`src/rtl/div_lz_iter_pkg.sv`:
```
// Shared types and constants for the leading-zero-skipping iterative divider.
// Holds the FSM encoding, the divide-by-zero quotient and a negate-if helper.
package div_lz_iter_pkg;

  localparam int WIDTH = 32;

  localparam logic [WIDTH-1:0] DIV0_QUOTIENT = 32'hFFFF_FFFF;

  localparam logic [2:0] ST_IDLE = 3'd0;
  localparam logic [2:0] ST_PREP = 3'd1;
  localparam logic [2:0] ST_RUN  = 3'd2;
  localparam logic [2:0] ST_FIX  = 3'd3;
  localparam logic [2:0] ST_DONE = 3'd4;

  // Operand context captured with start and needed until the final sign fixup.
  typedef struct packed {
    logic             sgn_n;
    logic             sgn_d;
    logic [WIDTH-1:0] mag_d;
    logic [WIDTH-1:0] dvd_orig;
  } op_t;

  function automatic logic [WIDTH-1:0] neg_if(input logic c, input logic [WIDTH-1:0] v);
    return c ? (~v + 32'd1) : v;
  endfunction

endpackage

```
`src/rtl/div_lz_iter_if.sv`:
```
// Request/result bundle between the pipeline (master) and the divider (slave).
// busy is the stall back to the pipeline; there is no other backpressure.
interface div_lz_iter_if;
  import div_lz_iter_pkg::*;

  logic             start;
  logic             is_signed;
  logic [WIDTH-1:0] dividend;
  logic [WIDTH-1:0] divisor;
  logic             busy;
  logic             done;
  logic [WIDTH-1:0] quotient;
  logic [WIDTH-1:0] remainder;

  modport master (
    output start, is_signed, dividend, divisor,
    input  busy, done, quotient, remainder
  );

  modport slave (
    input  start, is_signed, dividend, divisor,
    output busy, done, quotient, remainder
  );

endinterface

```
`src/rtl/div_lz_iter_step.sv`:
```
// One restoring-division iteration, purely combinational (zero latency).
// No handshake: the caller registers r_next/q_next when it wants to advance.
module div_step
  import div_lz_iter_pkg::*;
(
  input  logic [WIDTH-1:0] r,
  input  logic [WIDTH-1:0] q,
  input  logic [WIDTH-1:0] d,
  output logic [WIDTH-1:0] r_next,
  output logic [WIDTH-1:0] q_next
);

  logic [WIDTH:0] t;
  logic [WIDTH:0] diff;
  logic           ge;

  assign t    = {r, q[WIDTH-1]};
  assign ge   = (t >= {1'b0, d});
  assign diff = t - {1'b0, d};

  // r < d is invariant, so t - d always fits back into WIDTH bits.
  assign r_next = ge ? diff[WIDTH-1:0] : t[WIDTH-1:0];
  assign q_next = {q[WIDTH-2:0], ge};

endmodule

```
`src/rtl/div_lz_iter.sv`:
```
// Iterative 32-bit DIV/DIVU that skips leading zeros reported by an external counter.
// Latency 32-lz+3 cycles (2 for zero divisor/dividend); busy stalls upstream, no other backpressure.
module div_lz_iter
  import div_lz_iter_pkg::*;
(
  input  logic             clk,
  input  logic             rst,
  div_lz_iter_if.slave     dif,
  output logic [WIDTH-1:0] mag_q,
  input  logic [5:0]       lz_in
);

  logic [2:0]       state;
  op_t              op;
  logic [WIDTH-1:0] q;
  logic [WIDTH-1:0] r;
  logic [5:0]       cnt;
  logic [WIDTH-1:0] quotient;
  logic [WIDTH-1:0] remainder;
  logic [WIDTH-1:0] r_next;
  logic [WIDTH-1:0] q_next;
  logic [5:0]       lz_c;
  logic             accept;
  logic             sgn_n_in;
  logic             sgn_d_in;

  assign accept   = dif.start && ((state == ST_IDLE) || (state == ST_DONE));
  assign lz_c     = (lz_in > 6'd32) ? 6'd32 : lz_in;
  assign sgn_n_in = dif.is_signed & dif.dividend[WIDTH-1];
  assign sgn_d_in = dif.is_signed & dif.divisor[WIDTH-1];

  assign dif.busy      = (state == ST_PREP) || (state == ST_RUN) || (state == ST_FIX);
  assign dif.done      = (state == ST_DONE);
  assign dif.quotient  = quotient;
  assign dif.remainder = remainder;

  div_step u_step (
    .r      (r),
    .q      (q),
    .d      (op.mag_d),
    .r_next (r_next),
    .q_next (q_next)
  );

  always_ff @(posedge clk) begin
    if (rst) begin
      state     <= ST_IDLE;
      op        <= '0;
      mag_q     <= '0;
      q         <= '0;
      r         <= '0;
      cnt       <= '0;
      quotient  <= '0;
      remainder <= '0;
    end else begin
      case (state)
        ST_IDLE, ST_DONE: begin
          if (accept) begin
            op.sgn_n    <= sgn_n_in;
            op.sgn_d    <= sgn_d_in;
            op.mag_d    <= neg_if(sgn_d_in, dif.divisor);
            op.dvd_orig <= dif.dividend;
            mag_q       <= neg_if(sgn_n_in, dif.dividend);
            state       <= ST_PREP;
          end else begin
            state <= ST_IDLE;
          end
        end

        ST_PREP: begin
          if (op.mag_d == '0) begin
            // Divide by zero reports the raw dividend, without sign fixup.
            quotient  <= DIV0_QUOTIENT;
            remainder <= op.dvd_orig;
            state     <= ST_DONE;
          end else if (lz_c == 6'd32) begin
            quotient  <= '0;
            remainder <= '0;
            state     <= ST_DONE;
          end else begin
            q     <= mag_q << lz_c;
            r     <= '0;
            cnt   <= 6'd32 - lz_c;
            state <= ST_RUN;
          end
        end

        ST_RUN: begin
          r   <= r_next;
          q   <= q_next;
          cnt <= cnt - 6'd1;
          if (cnt == 6'd1) begin
            state <= ST_FIX;
          end
        end

        ST_FIX: begin
          quotient  <= neg_if(op.sgn_n ^ op.sgn_d, q);
          remainder <= neg_if(op.sgn_n, r);
          state     <= ST_DONE;
        end

        default: state <= ST_IDLE;
      endcase
    end
  end

endmodule

```
`src/flat_wrapper.sv`:
```
// flat-port wrapper written by rule: the top's interface ports become plain ports
module div_lz_iter_flat import div_lz_iter_pkg::*;
  (clk, rst, mag_q, lz_in, dif_start, dif_is_signed, dif_dividend, dif_divisor, dif_busy, dif_done, dif_quotient, dif_remainder);
  div_lz_iter_if dif_i ();
  input  logic clk;
  input  logic rst;
  output logic [WIDTH-1:0] mag_q;
  input  logic [5:0] lz_in;
  input wire logic [$bits(dif_i.start)-1:0] dif_start;
  input wire logic [$bits(dif_i.is_signed)-1:0] dif_is_signed;
  input wire logic [$bits(dif_i.dividend)-1:0] dif_dividend;
  input wire logic [$bits(dif_i.divisor)-1:0] dif_divisor;
  output wire logic [$bits(dif_i.busy)-1:0] dif_busy;
  output wire logic [$bits(dif_i.done)-1:0] dif_done;
  output wire logic [$bits(dif_i.quotient)-1:0] dif_quotient;
  output wire logic [$bits(dif_i.remainder)-1:0] dif_remainder;
  assign dif_i.start = dif_start;
  assign dif_i.is_signed = dif_is_signed;
  assign dif_i.dividend = dif_dividend;
  assign dif_i.divisor = dif_divisor;
  assign dif_busy = dif_i.busy;
  assign dif_done = dif_i.done;
  assign dif_quotient = dif_i.quotient;
  assign dif_remainder = dif_i.remainder;
  div_lz_iter u_core (.clk(clk), .rst(rst), .dif(dif_i), .mag_q(mag_q), .lz_in(lz_in));
endmodule
```
`config.mk`:
```
export PLATFORM = sky130hd
export DESIGN_NAME = div_lz_iter_flat
export DESIGN_NICKNAME = d
export VERILOG_FILES = /design/src/rtl/div_lz_iter_pkg.sv /design/src/rtl/div_lz_iter_if.sv /design/src/rtl/div_lz_iter_step.sv /design/src/rtl/div_lz_iter.sv /design/src/flat_wrapper.sv
export SDC_FILE = /design/constraint.sdc
export NUM_CORES = 1
export LEC_CHECK = 0
export CELL_PAD_IN_SITES_DETAIL_PLACEMENT = 1
export CELL_PAD_IN_SITES_GLOBAL_PLACEMENT = 1
export CORE_AREA = 5 5 227 229
export CTS_CLUSTER_SIZE = 20
export DETAILED_ROUTE_END_ITERATION = 8
export DIE_AREA = 0 0 232 234
export HOLD_SLACK_MARGIN = 0.05
export MAX_ROUTING_LAYER = met4
export PLACE_DENSITY_LB_ADDON = 0.1
export SLEW_MARGIN = 20
export SYNTH_ARGS = -nofsm -noshare
export SYNTH_HDL_FRONTEND = slang
export SYNTH_SLANG_ARGS = --single-unit
```
`constraint.sdc`:
```
create_clock -name clk -period 4.8 [get_ports clk]
set_input_delay 1.2 -clock clk [delete_from_list [all_inputs] [get_ports clk]]
set_output_delay 1.2 -clock clk [all_outputs]
set_load 0.01 [all_outputs]
```
Word-level counts from Yosys, hierarchy flattened
Cells that the tools add are included.
- equality and inequality tests: 10
- shifts and indexed selects: 1
- $add $sub $neg: 7
- reductions and logical operators: 12
- muxes and demuxes: 25
- order comparisons: 2
- bitwise logic cells: 7
- operator list (kind ; number):
    $mux 32 ; 12
    $pmux 32 s2 ; 4
    $add 32x1->32 const B ; 4
    $not 32->32 ; 4
    $ge 33x32->1 ; 1
    $logic_not 32->1 ; 1
    $shl 32x6->32 ; 1
    $sub 32x32->32 ; 1
    $mux 6 ; 3
    $pmux 3 s4 ; 1
    $pmux 6 s2 ; 1
    $mux 3 ; 3
    $eq 3x2->1 const B ; 2
    $eq 6x1->1 const B ; 1
    $eq 6x6->1 const B ; 1
    $gt 6x6->1 const B ; 1
    $ne 2x2->1 const B ; 3
    $sub 6x1->6 const B ; 1
    $sub 6x6->6 const A ; 1
    $reduce_and 2->1 ; 2
    $reduce_bool 2->1 ; 2
    $eq 3x1->1 const B ; 1
    $eq 3x3->1 const B ; 1
    $logic_not 3->1 ; 1
    8 further kinds ; 11
- register bits: 235
- input bits: 74
- logic and storage cells: 75
- output and inout bits: 98

Longest topological paths before layout
Gate-level depths: netlist (run 1).
- depth after elaboration: 6
- depth in mapped cells: 13
- depth with buffers taken out: 13

Hierarchy
Synthesis (run 1) repeated with hierarchy kept, for this count alone.
- cell total of the unflattened synthesis: 2116
- area, all modules: 16361.9 sq um
- modules (own cells, without submodules) (module ; area each (sq um) ; cells each ; seq. area each (sq um) ; instances):
    div_lz_iter ; 13790.7 ; 1761 ; 4684.5 ; 1
    div_step ; 2571.2 ; 355 ; 0.0 ; 1

Least setup slack after synthesis (run 1)
No wires, ideal clock.
- path type: input to register
- start: in lz_in[5]
- end: reg u_core.remainder[27], in the netlist u_core.dif.remainder[27]
- stages on the path: 11
- path slack: 0.694 ns
- data arrival time: 3.974 ns
- library setup time: 0.132 ns
- required time: 4.668 ns
- buffers on the path: 5
- path through: nand2b_1 -> buf_2 -> buf_1 -> clkbuf_1 -> ha_1 -> a211oi_1 -> or3b_2 -> clkbuf_1 -> clkbuf_1 -> a221oi_1 -> nor3_1
- word-level cells in the longest chain between the ends: 5
- RTL lines (what ; RTL line ; text):
    start: declaration ; flat_wrapper.sv:8 ; input logic [5:0] lz_in;
    $gt 6x6->1 ; div_lz_iter.sv:28 ; assign lz_c = (lz_in > 6'd32) ? 6'd32 : lz_in;
    $mux 6 * ; div_lz_iter.sv:28 ;
    $eq 6x6->1 * ; div_lz_iter.sv:76 ; end else if (lz_c == 6'd32) begin
    $ne 3x3->1 (no source line) * ; n/a ;
    $reduce_and 2->1 (no source line) * ; n/a ;
    end signal: assignment ; div_lz_iter.sv:74 ; remainder <= op.dvd_orig;
    end signal: assignment ; div_lz_iter.sv:99 ; remainder <= neg_if(op.sgn_n, r);
    end: declaration ; div_lz_iter.sv:19 ; logic [WIDTH-1:0] remainder;
Every way passes the cells marked *; elsewhere a longest branch is shown, timed or not.
A chain may end at the register's enable or synchronous reset.

Final worst setup path (run 1)
- start: in dif_dividend[2]
- end: reg u_core.mag_q[30]
- word-level cells in the longest chain between the ends: 3
- RTL lines (what ; RTL line ; text):
    start: declaration ; flat_wrapper.sv:11 ; input wire logic [$bits(dif_i.dividend)-1:0] dif_dividend;
    $not 32->32 ; div_lz_iter_pkg.sv:24 ; return c ? (~v + 32'd1) : v;
    $add 32x1->32 ; div_lz_iter_pkg.sv:24 ;
    $mux 32 ; div_lz_iter_pkg.sv:24 ;
    end signal: assignment ; div_lz_iter.sv:63 ; mag_q <= neg_if(sgn_n_in, dif.dividend);
    end: declaration ; div_lz_iter.sv:9 ; output logic [WIDTH-1:0] mag_q,
No other way between the ends.

==> results of run 1 <==
==> per-stage QoR <==
stage / worst slack (ps) / cells
floorplan: 694 / 1858
global placement: 155 / 2590
detailed placement: 207 / 2590
CTS: 790 / 2640
global route: 584 / 2640
finish: 620 / 2640
==> worst register-to-register path, cell delays in order (launching register included) <==
cell	delay (ps)
sky130_fd_sc_hd__dfxtp_1	490
sky130_fd_sc_hd__ha_1	370
sky130_fd_sc_hd__a21o_1	250
sky130_fd_sc_hd__a221oi_1	300
sky130_fd_sc_hd__o21ai_0	160
sky130_fd_sc_hd__nor4bb_1	510
sky130_fd_sc_hd__nand3_1	280
sky130_fd_sc_hd__nand2_1	250
sky130_fd_sc_hd__or3_1	440
sky130_fd_sc_hd__buf_4	260
sky130_fd_sc_hd__nor2_1	60
sky130_fd_sc_hd__a221o_1	250
==> synthesized netlist by cell type (9+ instances only) <==
master | count | area share, %
sky130_fd_sc_hd__nor2b_1 | 13 | 0.56
sky130_fd_sc_hd__nand3_1 | 26 | 0.89
sky130_fd_sc_hd__or4_1 | 9 | 0.46
sky130_fd_sc_hd__buf_1 | 9 | 0.23
sky130_fd_sc_hd__a21o_1 | 18 | 0.92
sky130_fd_sc_hd__clkbuf_1 | 130 | 3.3
sky130_fd_sc_hd__mux4_2 | 24 | 3.7
sky130_fd_sc_hd__ha_1 | 39 | 3.3
sky130_fd_sc_hd__nand2_1 | 166 | 4.3
sky130_fd_sc_hd__a221oi_1 | 33 | 2.0
sky130_fd_sc_hd__dfxtp_1 | 234 | 32
sky130_fd_sc_hd__xor2_1 | 62 | 3.7
sky130_fd_sc_hd__mux2i_1 | 38 | 2.6
sky130_fd_sc_hd__a211oi_1 | 111 | 5.7
sky130_fd_sc_hd__nor4_1 | 19 | 0.81
sky130_fd_sc_hd__a21oi_1 | 141 | 4.8
sky130_fd_sc_hd__a22oi_1 | 33 | 1.7
sky130_fd_sc_hd__or3_1 | 23 | 0.98
sky130_fd_sc_hd__o41ai_1 | 12 | 0.72
sky130_fd_sc_hd__a311oi_1 | 11 | 0.66
sky130_fd_sc_hd__o21ai_0 | 115 | 3.9
sky130_fd_sc_hd__inv_1 | 54 | 1.4
sky130_fd_sc_hd__nor3_1 | 88 | 3.0
sky130_fd_sc_hd__nand2b_1 | 12 | 0.51
sky130_fd_sc_hd__nand4_1 | 10 | 0.43
sky130_fd_sc_hd__xnor2_1 | 82 | 4.9
sky130_fd_sc_hd__o31ai_1 | 21 | 1.1
sky130_fd_sc_hd__nor2_1 | 231 | 5.9
==> sequential cells by signal, summed over array words and instances (netlist names) <==
signal / cells
u_core.op: 65
u_core.state: 3
u_core.mag_q: 32
u_core.q: 32
u_core.r: 32
u_core.dif.remainder: 32
u_core.dif.quotient: 32
u_core.cnt: 6
==> final timing paths <==
path / startpoint / end / slack, ps / cells after the start
worst max-delay path: dif_dividend[2] / u_core.mag_q[30] / 620 / 9
worst min-delay path: u_core.dif.quotient[10] / u_core.dif.quotient[10] / 460 / 2
worst max register to register: u_core.r[19] / u_core.r[10] / 1060 / 11
worst min register to register: u_core.dif.quotient[10] / u_core.dif.quotient[10] / 460 / 2
==> per-layer routing <==
layer | up-vias | global-route usage (%) | part of all wire, %
met5 | - | - | 0
met4 | 0 | 4.99 | 2.7
met3 | 76 | 2.02 | 2.5
met2 | 187 | 40.0 | 53
met1 | 6995 | 25.7 | 42
li1 | 6946 | - | -
==> where the power goes <==
group	switching [uW]	internal [uW]
sequential	180	2080
combinational	789	559
clock	917	1250
==> cells by family after synthesis <==
group	count (synthesis)	synth area share [%]
buffers and inverters	197	5.10
DFF	234	32.0
and+or+nand+nor	633	19.8
muxes	64	6.45
xor gates and xnor gates	144	8.62
adders and majority gates	40	3.47
AOI/OAI and AO/OA	546	24.6
==> cells in the final DEF, fill, tap and decap left out, types with 11 or more instances in the layout <==
cell	n
sky130_fd_sc_hd__buf_4	27
sky130_fd_sc_hd__dfxtp_1	234
sky130_fd_sc_hd__o41ai_1	12
sky130_fd_sc_hd__nor2_1	229
sky130_fd_sc_hd__nand3_1	26
sky130_fd_sc_hd__a311oi_1	11
sky130_fd_sc_hd__a21oi_1	140
sky130_fd_sc_hd__a221oi_1	33
sky130_fd_sc_hd__inv_1	54
sky130_fd_sc_hd__a211oi_1	110
sky130_fd_sc_hd__clkbuf_16	30
sky130_fd_sc_hd__a21o_1	18
sky130_fd_sc_hd__nor2b_1	13
sky130_fd_sc_hd__mux4_2	24
sky130_fd_sc_hd__xnor2_1	82
sky130_fd_sc_hd__o21ai_0	115
sky130_fd_sc_hd__a22oi_1	33
sky130_fd_sc_hd__nor3_1	87
sky130_fd_sc_hd__nor4_1	19
sky130_fd_sc_hd__clkdlybuf4s50_1	170
sky130_fd_sc_hd__xor2_1	62
sky130_fd_sc_hd__o31ai_1	21
sky130_fd_sc_hd__ha_1	39
sky130_fd_sc_hd__nand2_1	166
sky130_fd_sc_hd__or3_1	23
sky130_fd_sc_hd__mux2i_1	38
==> area by class of cell <==
type / count / area (um2) / area share [%]
clock buffer: 41 / 832 / 4.65
clock inverter: 9 / 90.1 / 0.503
inverter: 55 / 206 / 1.15
multi-input combinational: 1427 / 9250 / 51.7
sequential: 234 / 4680 / 26.2
tap: 672 / 841 / 4.70
timing repair buffer: 202 / 2000 / 11.1
==> flow_results.xml, run 1 <==
<?xml version="1.0" encoding="UTF-8"?>
<metrics>
  <group name="timing">
    <metric name="report.final.hold_viol_count" unit="">0</metric>
    <metric name="tns" unit="ps">0</metric>
    <metric name="hold-worst-slack" unit="ps">457</metric>
    <metric name="layout_min_cycle_time" unit="ps">4180</metric>
    <metric name="finalClockSkew" unit="ps">31.7</metric>
    <metric name="rsz0062_at_grt" unit="">no</metric>
    <metric name="finalMaxSlewViolations" unit="">0</metric>
    <metric name="setup_viol" unit="">0</metric>
    <metric name="finalCritPeriodShare" unit="%">87.1</metric>
    <metric name="fmax" unit="MHz">239</metric>
    <metric name="timing.slew.headroom" unit="%">34.1</metric>
    <metric name="tightestPinTransition" unit="ps">976</metric>
  </group>
  <group name="place">
    <metric name="finalWeightedCongestion" unit="">0.895</metric>
    <metric name="detailed_place.area" unit="mm2">0.0170</metric>
    <metric name="dp.final_hpwl" unit="um">45000</metric>
    <metric name="io_buffers" unit="">171</metric>
  </group>
  <group name="clock_network">
    <metric name="clockRootBuffer" unit="">sky130_fd_sc_hd__clkbuf_16</metric>
    <metric name="ctsLongestPathBuffers" unit="">3</metric>
    <metric name="cts_setup_buffers" unit="">0</metric>
    <metric name="cts.sink_count" unit="">234</metric>
    <metric name="htree_num_levels" unit="">1</metric>
    <metric name="cts_tree" unit="">done</metric>
    <metric name="cts.repair.resized" unit="">0</metric>
    <metric name="clkTransAtPathRegs" unit="ps">60</metric>
    <metric name="worst_skew_pair.late_latency" unit="ps">600</metric>
    <metric name="ctsHoldBuffers" unit="">0</metric>
    <metric name="cts_inserted_buffers" unit="">30</metric>
  </group>
  <group name="cells_and_area">
    <metric name="antennaDiodeCount" unit="">0</metric>
    <metric name="layout.filler_cells" unit="">5943</metric>
    <metric name="nets" unit="">2064</metric>
    <metric name="drive_above_1_share" unit="%">6.71</metric>
    <metric name="area.growth.synth_to_final" unit="%">22.3</metric>
    <metric name="finalInstanceArea" unit="mm2">0.0179</metric>
    <metric name="post-route-util" unit="%">36.2</metric>
  </group>
  <group name="yosys">
    <metric name="postSynthRegisterBits" unit="">234</metric>
    <metric name="synth.net_count" unit="">1972</metric>
    <metric name="synth.lib_cells_used.distinct" unit="">65</metric>
    <metric name="synthCells" unit="">1858</metric>
    <metric name="synth.cell_area" unit="mm2">0.0146</metric>
    <metric name="share_of_synthesized_registers_carrying_an_async_set_or_reset" unit="%">0</metric>
    <metric name="flip_flop_cell_with_the_highest_count_after_synthesis" unit="">sky130_fd_sc_hd__dfxtp_1</metric>
    <metric name="synth_seq_area_share" unit="%">32.0</metric>
    <metric name="post_synth.cell_area_avg" unit="um2">7.88</metric>
    <metric name="synth_enable_flop_cells" unit="">0</metric>
    <metric name="synth-warning-count" unit="">0</metric>
  </group>
  <group name="power_and_ir_drop">
    <metric name="power_leakage" unit="uW">0.00666</metric>
    <metric name="power-per-cell-area" unit="mW/mm2">323</metric>
    <metric name="total_power" unit="uW">5770</metric>
    <metric name="ir_worst_vdd" unit="mV">0.280</metric>
  </group>
  <group name="floorplanning">
    <metric name="design.die.area" unit="mm2">0.0543</metric>
    <metric name="floorplan.core_area" unit="mm2">0.0495</metric>
    <metric name="core.rowCount" unit="">82</metric>
    <metric name="die_h" unit="um">234</metric>
    <metric name="chip_width" unit="um">232</metric>
    <metric name="initial_utilization" unit="%">29.6</metric>
    <metric name="io_pins" unit="">172</metric>
  </group>
  <group name="global_route">
    <metric name="pin_count_of_the_biggest_net_entering_global_routing" unit="">177</metric>
    <metric name="antenna_violations_before_repair" unit="">0</metric>
    <metric name="grt_first_pass_wirelength" unit="um">90600</metric>
    <metric name="tot_gr_track_use" unit="%">21.7</metric>
    <metric name="grt_overflow" unit="">0</metric>
    <metric name="first_global_vias" unit="">14700</metric>
  </group>
  <group name="routing">
    <metric name="first_pass_iters" unit="">5</metric>
    <metric name="ant_nets" unit="">0</metric>
    <metric name="drt_iter0_markers" unit="">662</metric>
    <metric name="totalWireLength" unit="um">58900</metric>
    <metric name="vias" unit="">14200</metric>
    <metric name="detail_route.wl_per_cell" unit="um">22.3</metric>
    <metric name="drt-vias-per-instance" unit="">5.38</metric>
    <metric name="remaining_drc_errors" unit="">0</metric>
  </group>
  <group name="worst_setup_path">
    <metric name="worstSetupStartpointType" unit="">primary input</metric>
    <metric name="path_max_fanout" unit="">5</metric>
    <metric name="criticalPathCategory" unit="">in -&gt; reg</metric>
    <metric name="timing.critical_path.to_type" unit="">flop</metric>
    <metric name="worst_path_largest_cell_delay" unit="ps">700</metric>
    <metric name="critical_path.cell_chain" unit="">clkdlybuf4s50_1 &gt; nor3_1 &gt; and3_1 &gt; nor4bb_1 &gt; nand3_1 &gt; or3_1 &gt; o41ai_1 &gt; xor2_1 &gt; a211oi_1</metric>
    <metric name="worst_ep_required_time" unit="ps">5270</metric>
    <metric name="cp_num_buf_inv" unit="">1</metric>
    <metric name="critical_path.slowest_cell" unit="">sky130_fd_sc_hd__nor3_1</metric>
    <metric name="signal_arrival_time_at_the_worst_endpoint" unit="ps">4650</metric>
    <metric name="critPathTopFamily" unit="">simple AND/OR/NAND/NOR gates</metric>
  </group>
  <group name="flow_run">
    <metric name="cap_violations" unit="">0</metric>
  </group>
  <group name="outcome">
    <metric name="outcome" unit="">completed</metric>
  </group>
  <group name="min_path">
    <metric name="hold_path.class" unit="">reg -&gt; reg</metric>
  </group>
</metrics>
No activity file was read; power rests on OpenSTA's default activity.
==> run 2, diff against run 1 <==
TNS_END_PERCENT = 20   (was unset)
==> results of run 2 <==
No change in the layout: final DEF, timing and power equal those of run 1.
==> run 3, diff against run 2 <==
CAP_MARGIN = 20   (was unset)
==> results of run 3 <==
No change in the layout: final DEF, timing and power equal those of run 1.
==> RTL change, RTL diff (settings of run 1) <==
Make the reset (`rst`) asynchronous in one clocked block.
--- a/src/rtl/div_lz_iter.sv
+++ b/src/rtl/div_lz_iter.sv
@@ -42,7 +42,7 @@
     .q_next (q_next)
   );
 
-  always_ff @(posedge clk) begin
+  always_ff @(posedge clk or posedge rst) begin
     if (rst) begin
       state     <= ST_IDLE;
       op        <= '0;
Function: differs if rst is asserted again (counterexample within 4 cycles, from zero or initial values and one cycle with rst high); with rst held inactive, the same outputs for 4 cycles.
==> RTL change against run 1 <==
Via count fell by 2.4%; hold slack improved by 0.018 ns; sequential cell count did not move; final cell count rose by 0.49%; count of clock-buffer cells in the layout did not move; non-clock buffer count fell by 1; setup slack improved by 0.38 ns; final area rose by 5.3%; routed wire length fell by 4.9%; critical path depth rose by 1; utilization rose by 1.9 points; critical path type is now reg2reg; largest cell class unchanged; area after synthesis rose by 4.9%.
Power is not compared: it rests on default switching activity, and its combinational part moved more than twofold at a synthesized area within 25%.
==> RTL change: results (changes against run 1) <==
| Metric | Value |
|---|---|
| Worst EP arrival | 4.22 ns (-0.43 ns) |
| Avg Vias per Cell | 5.227 (-2.9%) |
| Synth Flop Type | dfrtp_1 |
| Total GRT Usage | 20.62% (-1.1 points) |
| Worst Setup EP | u_core.q[0]$_DFFE_PP0P_ |
| Final nets | 2069 (+0.24%) |
| Maximum fanout along the worst path | 43 (+38) |
| Met1 wire length | 25.75 mm (+4.1%) |
| Asr flop ratio synth | 100.0% (+100 points) |
| Most instantiated cells after synthesis | 338 x nand2_1, 234 x dfrtp_1, 214 x o21ai_0, 106 x a21oi_1, 101 x mux2i_1 |
| Mapped Cells | 1838 (-1.1%) |
| Max-slew headroom | 33.07% (-1.0 points) |
| Final wirelength | 56.06 mm (-4.9%) |
| Worst path slowest cell | buf_4 |
| Worst-skew pair later-pin latency | 0.58 ns (-0.02 ns) |
| Status | completed |
| Worst hold endpoint | u_core.dif.quotient[25]$_DFFE_PP0P_ |
| Placed Instances | 2594 (+0.15%) |
| Post-synthesis mux area share | 6.735% (+0.29 points) |
| Total CTS buffers | 31 (+3.3%) |
| Hold Slack | 0.4756 ns (+0.01824 ns) |
| Reg2Reg Depth | 10 (-1) |
| Initial antenna violation count | 1 (+1) |
| Largest register by flop count | u_core.op |
| Post-Synth Adder-Cell Area | 3.311% (-0.16 points) |
| DR WL met2 | 27.38 mm (-12%) |
| Min-Delay Path Depth | 2 (unchanged) |
| Share of cells above drive strength 1 | 5.303% (-1.4 points) |
| Min-delay src | u_core.dif.quotient[25]$_DFFE_PP0P_ |
| Largest net degree at the start of global routing | 103 (-42%) |
| Non-filler cells in the finished layout | 2653 (+0.49%) |
| Met3 WL | 1.636 mm (+11%) |
| Syn nets | 1952 (-1.0%) |
| Met3 Resource Use GR | 2.058% (+0.036 points) |
| Unique masters post-synth | 63 (-3.1%) |
| Clk_skew | 0.02540 ns (-0.006255 ns) |
| RR Startpoint | u_core.r[2]$_DFFE_PP0P_ |
| First-pass GRT wire length | 86.97 mm (-4.0%) |
| Worst setup SP type | flop |
| Reg2reg end | u_core.q[0]$_DFFE_PP0P_ |
| Vias in the first global route | 14427 (-2.2%) |
| Reg2Reg Setup Slack | 1.00 ns (-0.06 ns) |
| Drt pass-1 iters | 6 (+1) |
| Synth Area in Compound Gates | 21.40% (-3.2 points) |
| Placed Area | 17760 um^2 (+4.6%) |
| Sequential share of the synthesized area | 38.16% (+6.1 points) |
| M1 GR Usage | 26.85% (+1.1 points) |
| Synth top area cells | dfrtp_1 38%, nand2_1 8.3%, o21ai_0 7.0% |
| Grt met2 use | 35.14% (-4.9 points) |
| Synth Area in XOR/XNOR | 8.333% (-0.29 points) |
RTL change: final cells by class:
class	count	area (um^2)	share of cell area (%)
Inverter	60	229.0	1.215
Clock buffer	41	853.3	4.528
Antenna cell	1	2.502	0.01328
Timing Repair Buffer	201	1999	10.61
Multi-Input combinational cell	1427	8842	46.92
Tap cell	672	840.8	4.462
Sequential cell	234	5856	31.07
Clock inverter	17	222.7	1.182
RTL change: through the flow:
stage                     util [%]  setup slack [ns]
final                        38.11             1.002
after global routing         38.11            0.7040
after CTS                    38.09            0.9731
after detailed placement     35.91            0.4341
after global placement       35.91            0.5071
after floorplan                  -            0.5361
RTL change: worst max-delay path: cells and delay by family, from the launching register on:
family	cells	cell delay, ns
AOI/OAI and AO/OA	6	1.68
adders and majority gates	1	0.42
buffers and inverters	1	0.54
DFF	1	0.49
and+or+nand+nor	2	0.51
